--- src/rtl/dcache_pkg.sv ---
// dcache_pkg
// Shared definitions for the D-cache flush engine:
//   - LINE_W_DEF / ADDR_W_DEF : line and byte-address widths shared by cache and memory
//   - VALID_OFS / DIRTY_OFS   : tag-entry flag positions, counted down from TAG_W
//                               (valid = TAG_W-VALID_OFS, dirty = TAG_W-DIRTY_OFS)
//   - ST_*                    : flush FSM state encoding
//   - line_addr()             : {tag, set, zero offset} line byte-address composition
package dcache_pkg;

  localparam int LINE_W_DEF = 256;
  localparam int ADDR_W_DEF = 32;

  localparam int VALID_OFS = 1;
  localparam int DIRTY_OFS = 2;

  localparam int STATE_W = 3;
  typedef logic [STATE_W-1:0] flush_state_t;

  localparam logic [2:0] ST_IDLE      = 3'd0;
  localparam logic [2:0] ST_WAIT_IDLE = 3'd1;
  localparam logic [2:0] ST_READ      = 3'd2;
  localparam logic [2:0] ST_CHECK     = 3'd3;
  localparam logic [2:0] ST_WB        = 3'd4;
  localparam logic [2:0] ST_CLEAR     = 3'd5;
  localparam logic [2:0] ST_DONE      = 3'd6;

  // Builds a line byte address from an address tag and set index.
  // Computed at 64 bits; callers truncate to their ADDR_W.
  function automatic logic [63:0] line_addr(input logic [63:0] tag,
                                            input logic [63:0] set,
                                            input int          set_w,
                                            input int          off_w);
    line_addr = ((tag << set_w) | set) << off_w;
  endfunction

endpackage

--- src/rtl/dcache_flush_ctrl_wb.sv ---
// flush_wb_port
// Write-back holding registers and memory handshake for the flush engine.
// Handshake: mem_enable_o/mem_write_o rise on the cycle after start_i and,
// together with mem_addr_o/mem_data_o, stay stable until mem_ack_i is sampled
// high; enable drops on the following cycle. mem_ack_i is ignored while
// enable is low. done_o is the combinational "ack accepted" strobe.
// Ports:
//   Clk, Reset          clock, synchronous active-high reset
//   start_i             capture addr_i/data_i and begin a write
//   addr_i, data_i      line address and data to write back
//   done_o              write accepted this cycle
//   mem_enable_o, mem_write_o, mem_addr_o, mem_data_o, mem_ack_i  memory port
module flush_wb_port #(
  parameter int LINE_W = 256,
  parameter int ADDR_W = 32
) (
  input  logic              Clk,
  input  logic              Reset,
  input  logic              start_i,
  input  logic [ADDR_W-1:0] addr_i,
  input  logic [LINE_W-1:0] data_i,
  output logic              done_o,
  output logic              mem_enable_o,
  output logic              mem_write_o,
  output logic [ADDR_W-1:0] mem_addr_o,
  output logic [LINE_W-1:0] mem_data_o,
  input  logic              mem_ack_i
);

  logic              en_q;
  logic [ADDR_W-1:0] addr_q;
  logic [LINE_W-1:0] data_q;

  always_ff @(posedge Clk) begin
    if (Reset) begin
      en_q   <= 1'b0;
      addr_q <= '0;
      data_q <= '0;
    end else if (start_i) begin
      en_q   <= 1'b1;
      addr_q <= addr_i;
      data_q <= data_i;
    end else if (en_q && mem_ack_i) begin
      en_q   <= 1'b0;
    end
  end

  assign done_o       = en_q & mem_ack_i;
  assign mem_enable_o = en_q;
  assign mem_write_o  = en_q;
  assign mem_addr_o   = addr_q;
  assign mem_data_o   = data_q;

endmodule

--- src/rtl/dcache_flush_ctrl.sv ---
// dcache_flush_ctrl
// Data-cache flush engine. On a request it stalls the CPU, waits for the
// cache to go idle, then walks way 0..WAYS-1 / set 0..SETS-1. Each line that
// is both valid and dirty is written back to memory and its dirty bit cleared.
// Completion is a one-cycle flush_done_o pulse; dirty_cnt_o holds the number
// of lines written back until the next flush starts.
// Optional feature macro: DCACHE_FLUSH_AUTO_EN -- one-shot internal flush
// request when a free-running (saturating) cycle counter equals AUTO_CYCLES.
// Ports:
//   Clk, Reset                 clock, synchronous active-high reset
//   flush_req_i, cache_idle_i  request and cache-idle inputs
//   cpu_hold_o, flush_busy_o   high in every state except IDLE
//   flush_done_o, dirty_cnt_o  completion pulse, write-back count
//   sram_set_o, sram_way_o     tag/data SRAM address (read data one cycle later)
//   sram_tag_i, sram_data_i    SRAM read data
//   sram_we_o, sram_tag_o      tag write-back with dirty bit cleared
//   mem_*                      line write port (enable/write/ack handshake)
//   dbg_state_o                current FSM state (ST_* encoding)
module dcache_flush_ctrl
  import dcache_pkg::*;
#(
  parameter int WAYS        = 2,
  parameter int SETS        = 16,
  parameter int TAG_W       = 25,
  parameter int LINE_W      = LINE_W_DEF,
  parameter int ADDR_W      = ADDR_W_DEF,
  parameter int AUTO_CYCLES = 200
) (
  input  logic                                  Clk,
  input  logic                                  Reset,
  input  logic                                  flush_req_i,
  input  logic                                  cache_idle_i,
  output logic                                  cpu_hold_o,
  output logic                                  flush_busy_o,
  output logic                                  flush_done_o,
  output logic [$clog2(WAYS*SETS):0]            dirty_cnt_o,
  output logic [$clog2(SETS)-1:0]               sram_set_o,
  output logic [(WAYS > 1 ? $clog2(WAYS) : 1)-1:0] sram_way_o,
  input  logic [TAG_W-1:0]                      sram_tag_i,
  input  logic [LINE_W-1:0]                     sram_data_i,
  output logic                                  sram_we_o,
  output logic [TAG_W-1:0]                      sram_tag_o,
  output logic                                  mem_enable_o,
  output logic                                  mem_write_o,
  output logic [ADDR_W-1:0]                     mem_addr_o,
  output logic [LINE_W-1:0]                     mem_data_o,
  input  logic                                  mem_ack_i,
  output logic [STATE_W-1:0]                    dbg_state_o
);

  localparam int SET_W = $clog2(SETS);
  localparam int WAY_W = (WAYS > 1) ? $clog2(WAYS) : 1;
  localparam int CNT_W = $clog2(WAYS*SETS) + 1;
  localparam int OFF_W = $clog2(LINE_W/8);
  localparam int VBIT  = TAG_W - VALID_OFS;
  localparam int DBIT  = TAG_W - DIRTY_OFS;

  flush_state_t      state_q, state_d;
  logic [SET_W-1:0]  set_q;
  logic [WAY_W-1:0]  way_q;
  logic [CNT_W-1:0]  cnt_q;
  logic [TAG_W-1:0]  tag_q;
  logic [TAG_W-1:0]  tag_clr;
  logic              auto_req;
  logic              start_req;
  logic              dirty_hit;
  logic              last_line;
  logic              advance;
  logic              wb_done;
  logic [ADDR_W-1:0] wb_addr;

  // ---------------------------------------------------------------------------
  // Optional auto-flush trigger
  // ---------------------------------------------------------------------------
`ifdef DCACHE_FLUSH_AUTO_EN
  // One bit of headroom so the counter can step past AUTO_CYCLES before saturating.
  localparam int AUTO_W = $clog2(AUTO_CYCLES + 2);
  logic [AUTO_W-1:0] auto_cnt_q;
  logic              auto_fired_q;

  always_ff @(posedge Clk) begin
    if (Reset) begin
      auto_cnt_q   <= '0;
      auto_fired_q <= 1'b0;
    end else begin
      if (auto_cnt_q != '1) auto_cnt_q <= auto_cnt_q + AUTO_W'(1);
      if (auto_req)         auto_fired_q <= 1'b1;
    end
  end

  // Fires once; if the engine is busy at that moment the request is lost.
  assign auto_req = (auto_cnt_q == AUTO_W'(AUTO_CYCLES)) && !auto_fired_q;
`else
  assign auto_req = 1'b0;
`endif

  assign start_req = flush_req_i | auto_req;

  // ---------------------------------------------------------------------------
  // FSM
  // ---------------------------------------------------------------------------
  // A line is written only when both valid and dirty; a dirty bit on an
  // invalid line is stale and must not reach memory.
  assign dirty_hit = sram_tag_i[VBIT] & sram_tag_i[DBIT];
  assign last_line = (way_q == WAY_W'(WAYS-1)) && (set_q == SET_W'(SETS-1));
  assign advance   = ((state_q == ST_CHECK) && !dirty_hit) || (state_q == ST_CLEAR);

  always_comb begin
    state_d = state_q;
    case (state_q)
      ST_IDLE:      if (start_req)    state_d = ST_WAIT_IDLE;
      ST_WAIT_IDLE: if (cache_idle_i) state_d = ST_READ;
      ST_READ:                        state_d = ST_CHECK;
      ST_CHECK: begin
        if (dirty_hit)      state_d = ST_WB;
        else if (last_line) state_d = ST_DONE;
        else                state_d = ST_READ;
      end
      ST_WB:        if (wb_done)      state_d = ST_CLEAR;
      ST_CLEAR:     state_d = last_line ? ST_DONE : ST_READ;
      ST_DONE:                        state_d = ST_IDLE;
      default:                        state_d = ST_IDLE;
    endcase
  end

  always_ff @(posedge Clk) begin
    if (Reset) begin
      state_q <= ST_IDLE;
      set_q   <= '0;
      way_q   <= '0;
      cnt_q   <= '0;
      tag_q   <= '0;
    end else begin
      state_q <= state_d;
      if ((state_q == ST_IDLE) && start_req) begin
        set_q <= '0;
        way_q <= '0;
        cnt_q <= '0;
      end
      if (state_q == ST_CHECK) tag_q <= sram_tag_i;
      if (state_q == ST_CLEAR) cnt_q <= cnt_q + CNT_W'(1);
      // Set index wraps naturally (SETS is a power of two); the way steps on wrap.
      if (advance && !last_line) begin
        set_q <= set_q + SET_W'(1);
        if (set_q == SET_W'(SETS-1)) way_q <= way_q + WAY_W'(1);
      end
    end
  end

  // ---------------------------------------------------------------------------
  // Write-back port
  // ---------------------------------------------------------------------------
  assign wb_addr = ADDR_W'(line_addr(64'(sram_tag_i[TAG_W-3:0]), 64'(set_q), SET_W, OFF_W));

  flush_wb_port #(
    .LINE_W (LINE_W),
    .ADDR_W (ADDR_W)
  ) u_wb (
    .Clk          (Clk),
    .Reset        (Reset),
    .start_i      ((state_q == ST_CHECK) && dirty_hit),
    .addr_i       (wb_addr),
    .data_i       (sram_data_i),
    .done_o       (wb_done),
    .mem_enable_o (mem_enable_o),
    .mem_write_o  (mem_write_o),
    .mem_addr_o   (mem_addr_o),
    .mem_data_o   (mem_data_o),
    .mem_ack_i    (mem_ack_i)
  );

  // ---------------------------------------------------------------------------
  // Outputs
  // ---------------------------------------------------------------------------
  always_comb begin
    tag_clr       = tag_q;
    tag_clr[DBIT] = 1'b0;
  end

  assign cpu_hold_o   = (state_q != ST_IDLE);
  assign flush_busy_o = (state_q != ST_IDLE);
  assign flush_done_o = (state_q == ST_DONE);
  assign dirty_cnt_o  = cnt_q;
  assign sram_set_o   = set_q;
  assign sram_way_o   = way_q;
  assign sram_we_o    = (state_q == ST_CLEAR);
  assign sram_tag_o   = (state_q == ST_CLEAR) ? tag_clr : '0;
  assign dbg_state_o  = state_q;

endmodule

--- config.mk ---
export PLATFORM = sky130hd
export DESIGN_NAME = dcache_flush_ctrl
export DESIGN_NICKNAME = d
export VERILOG_FILES = /design/src/rtl/dcache_pkg.sv /design/src/rtl/dcache_flush_ctrl_wb.sv /design/src/rtl/dcache_flush_ctrl.sv
export SDC_FILE = /design/constraint.sdc
export NUM_CORES = 1
export LEC_CHECK = 0
export CAP_MARGIN = 20
export CELL_PAD_IN_SITES_DETAIL_PLACEMENT = 2
export CELL_PAD_IN_SITES_GLOBAL_PLACEMENT = 2
export CORE_AREA = 2 2 239 241
export DETAILED_ROUTE_END_ITERATION = 8
export DIE_AREA = 0 0 241 243
export PLACE_DENSITY_LB_ADDON = 0.08
export SYNTH_ARGS = -nofsm -noshare
export SYNTH_HDL_FRONTEND = slang
export SYNTH_HIERARCHICAL = 1
export SYNTH_SLANG_ARGS = --single-unit
--- constraint.sdc ---
create_clock -name Clk -period 2.7 [get_ports Clk]
set_input_delay 0.81 -clock Clk [delete_from_list [all_inputs] [get_ports Clk]]
set_output_delay 0.81 -clock Clk [all_outputs]
set_load 0.02 [all_outputs]
==> results.json <==
{
  "status": "finished clean",
  "synth_top_area_share_pct": 54.25,
  "rows": 87,
  "final_nets": 2073,
  "yosys_warnings": 6,
  "path_delay_family": "buffers and inverters",
  "critPathSlowestCell": "or3_4",
  "finalClockSkew_ns": 0.006676,
  "rsz0062_at_grt": "false",
  "fin_cells": 2570,
  "crit_path_end_kind": "output pin",
  "cts_made_buffers": 42,
  "routabilityCongestion": 0.7432,
  "syn-cell-area_um2": 12070,
  "die_w_um": 241,
  "fmax_mhz": 384.1,
  "r2r_setup_slack_ns": 0.85,
  "critPathArrivalTime_ns": 1.79,
  "grt_pass1_wl_mm": 76.15,
  "synthTopCellsByCount": "dfxtp_1 (327), nor2_1 (300), mux2i_1 (290)",
  "ys.flop_type": "dfxtp_1",
  "crit_required_ns": 1.89,
  "initial_core_util_pct": 21.57,
  "coreArea_um2": 55950,
  "antenna_found_initial": 9,
  "setup_viol": 0,
  "drt-initial-drc-count": 257,
  "synth_area_leader_cell": "dfxtp_1",
  "final_max_slew_viol_count": 0,
  "grt.total_usage_pct": 17.45,
  "tritoncts": "yes",
  "path_class": "register to output pin",
  "die-height_um": 243,
  "grt_overflow_total": 0,
  "port-buffer-count": 617,
  "critical-path-max-stage-delay_ns": 0.41,
  "place_inst": 2497,
  "die_area_um2": 58560,
  "slew_headroom_pct": 61.02,
  "hp-start": "tag_q[12]",
  "holdPathEnd": "tag_q[12]",
  "drive_gt1_share_pct": 7.123,
  "ios": 619,
  "synth.distinct_cells": 35,
  "first_pass_iters": 4,
  "vias_per_cell": 4.154,
  "cts_hold_buffers": 0,
  "synth.area.top_cells": "dfxtp_1 (54%), mux2i_1 (24%), nor2_1 (9.3%)",
  "ff2ff_path_depth": 7,
  "startpoint_type": "register",
  "crit_chain": "buf_4 -> or3_4 -> dlygate4sd2_1",
  "cp.buffers_inverters": 2,
  "ys_ff_latch": 327,
  "cts.sinks": 327,
  "syn_avg_cell_area_um2": 10.34,
  "max-cap-violations": 0,
  "htreeDepth": 2,
  "timing.final.crit_period_ns": 2.603,
  "drt_wl_total_mm": 52.34,
  "post-route-period-util_pct": 96.42,
  "synth.most_common_cell": "dfxtp_1",
  "final_cell_area_um2": 20470,
  "worstSkewPairLatency_ns": 0.55,
  "finish.utilization_pct": 36.59,
  "postRouteAntennaNets": 0,
  "syn_inst": 1167,
  "finalSetupTns_ns": 0,
  "grt_max_degree": 71,
  "cts_root_buffer": "clkbuf_16",
  "regToRegStartpoint": "dbg_state_o[0]",
  "leakage_nw": 7.016,
  "ys_seq_area_share_pct": 54.25,
  "synth_enable_flop_cells": 0,
  "crit_fanout": 11,
  "hold_path_depth": 2,
  "drt_drc_violations_left": 0,
  "syn_to_final_growth_pct": 69.66,
  "ir_drop_mv": 0.3548,
  "place_hpwl_mm": 39.73,
  "total_power_mw": 11.43,
  "clk_pin_slew_worst_paths_ns": 0.05,
  "vias": 10680,
  "grt_pass1_vias": 11590,
  "routedWlPerCell_um": 20.37,
  "timing.rr.end": "u_wb/mem_data_o[216]",
  "worst_pin_slew_ns": 0.5847,
  "async_flop_share_pct": 0,
  "dpl-instance-area_um2": 19160,
  "hp-class": "register to register",
  "cts_buffer_depth": 3,
  "power_density_nw_per_um2": 558.2,
  "hold_viol_final": 0
}
[kinds of logic after synthesis]
family                     synth area share (%)
AOI/OAI and AO/OA                         2.333
adders and majority gates                0.2073
buffers and inverters                     5.174
DFF                                       54.25
muxes                                     24.06
other                                   0.03108
and+or+nand+nor                           13.95
[layout by cell type (no fill, tap or decap), types with 3 or more instances in the layout]
cell	netlist	layout
clkdlybuf4s50_1	0	587
dfxtp_1	327	327
nor2_1	300	299
mux2i_1	290	290
nand2_1	55	55
clkbuf_16	0	45
a21oi_1	37	37
and2_1	28	27
buf_12	0	23
buf_2	12	15
buf_4	11	14
clkbuf_8	0	12
clkbuf_1	31	10
nand3_1	8	8
clkdlybuf4s15_2	0	7
conb_1	1	6
nand4_1	4	4
o211ai_1	4	4
dlygate4sd2_1	0	4
diode_2	0	3
nand3b_1	3	3
or3_1	4	3
o21ai_0	3	3
[report_power, final]
| part | internal (mW) | total [mW] | switching (mW) |
|---|---|---|---|
| sequential | 4.87 | 4.90 | 0.0244 |
| combinational | 0.547 | 0.924 | 0.377 |
| clock | 3.43 | 5.61 | 2.18 |
| total | 8.85 | 11.4 | 2.58 |
[layout make-up]
| cell class | count | area [µm²] |
|---|---|---|
| well taps | 756 | 945.9 |
| diodes | 3 | 7.507 |
| multi-input cells | 759 | 4928 |
| clock buffers | 67 | 1329 |
| fillers | 6079 | 35480 |
| flip-flops and latches | 327 | 6546 |
| inverters | 2 | 7.507 |
| repair buffers | 653 | 6668 |
| clock inverters | 3 | 40.04 |
[worst min-delay path, cell delays in order (launching register included)]
cell     delay, ns
dfxtp_1       0.30
nand2_1       0.05
a21oi_1       0.05
[worst max-delay path by stage]
stage | from | slack [ns] | depth (start not counted) | end
after CTS | dbg_state_o[1] | -0.002 | 5 | sram_tag_o[13]
final | dbg_state_o[1] | 0.1 | 3 | cpu_hold_o
after floorplan | dbg_state_o[2] | 0.36 | 5 | sram_tag_o[10]
after detailed placement | sram_tag_i[24] | 0.01 | 7 | u_wb/mem_data_o[216]
after global placement | sram_tag_i[24] | 0.05 | 7 | u_wb/mem_data_o[218]
after global routing | dbg_state_o[2] | 0.01 | 2 | dbg_state_o[2]
[sequential cells by signal, summed over array words and instances, names as in the netlist]
| signal | count |
|---|---|
| sram_way_o | 1 |
| dbg_state_o | 3 |
| u_wb/mem_addr_o | 32 |
| dirty_cnt_o | 6 |
| tag_q | 24 |
| u_wb/mem_enable_o | 1 |
| u_wb/mem_data_o | 256 |
| sram_set_o | 4 |
[repair_timing]
action / in CTS / in global routing
resized for setup: 74 / 33
setup buffers: 0 / 0
endpoints found under the setup margin: 27 / 22
[through the flow]
stage                     setup slack (ns)  hold slack [ns]
after CTS                        -0.001932           0.4560
after detailed placement          0.009920           0.4463
after floorplan                     0.3574           0.4317
after global routing               0.01336           0.4768
final                              0.09668           0.4518
after global placement             0.05072           0.4382
[layer usage]
layer,vias up,GRT usage (%),routed length (µm)
li1,5101,-,-
met1,5180,18.38,19040
met2,300,31.78,27490
met3,83,6.585,4255
met4,12,5.338,1479
met5,-,0,75
Power figures use the tool's default switching activity.
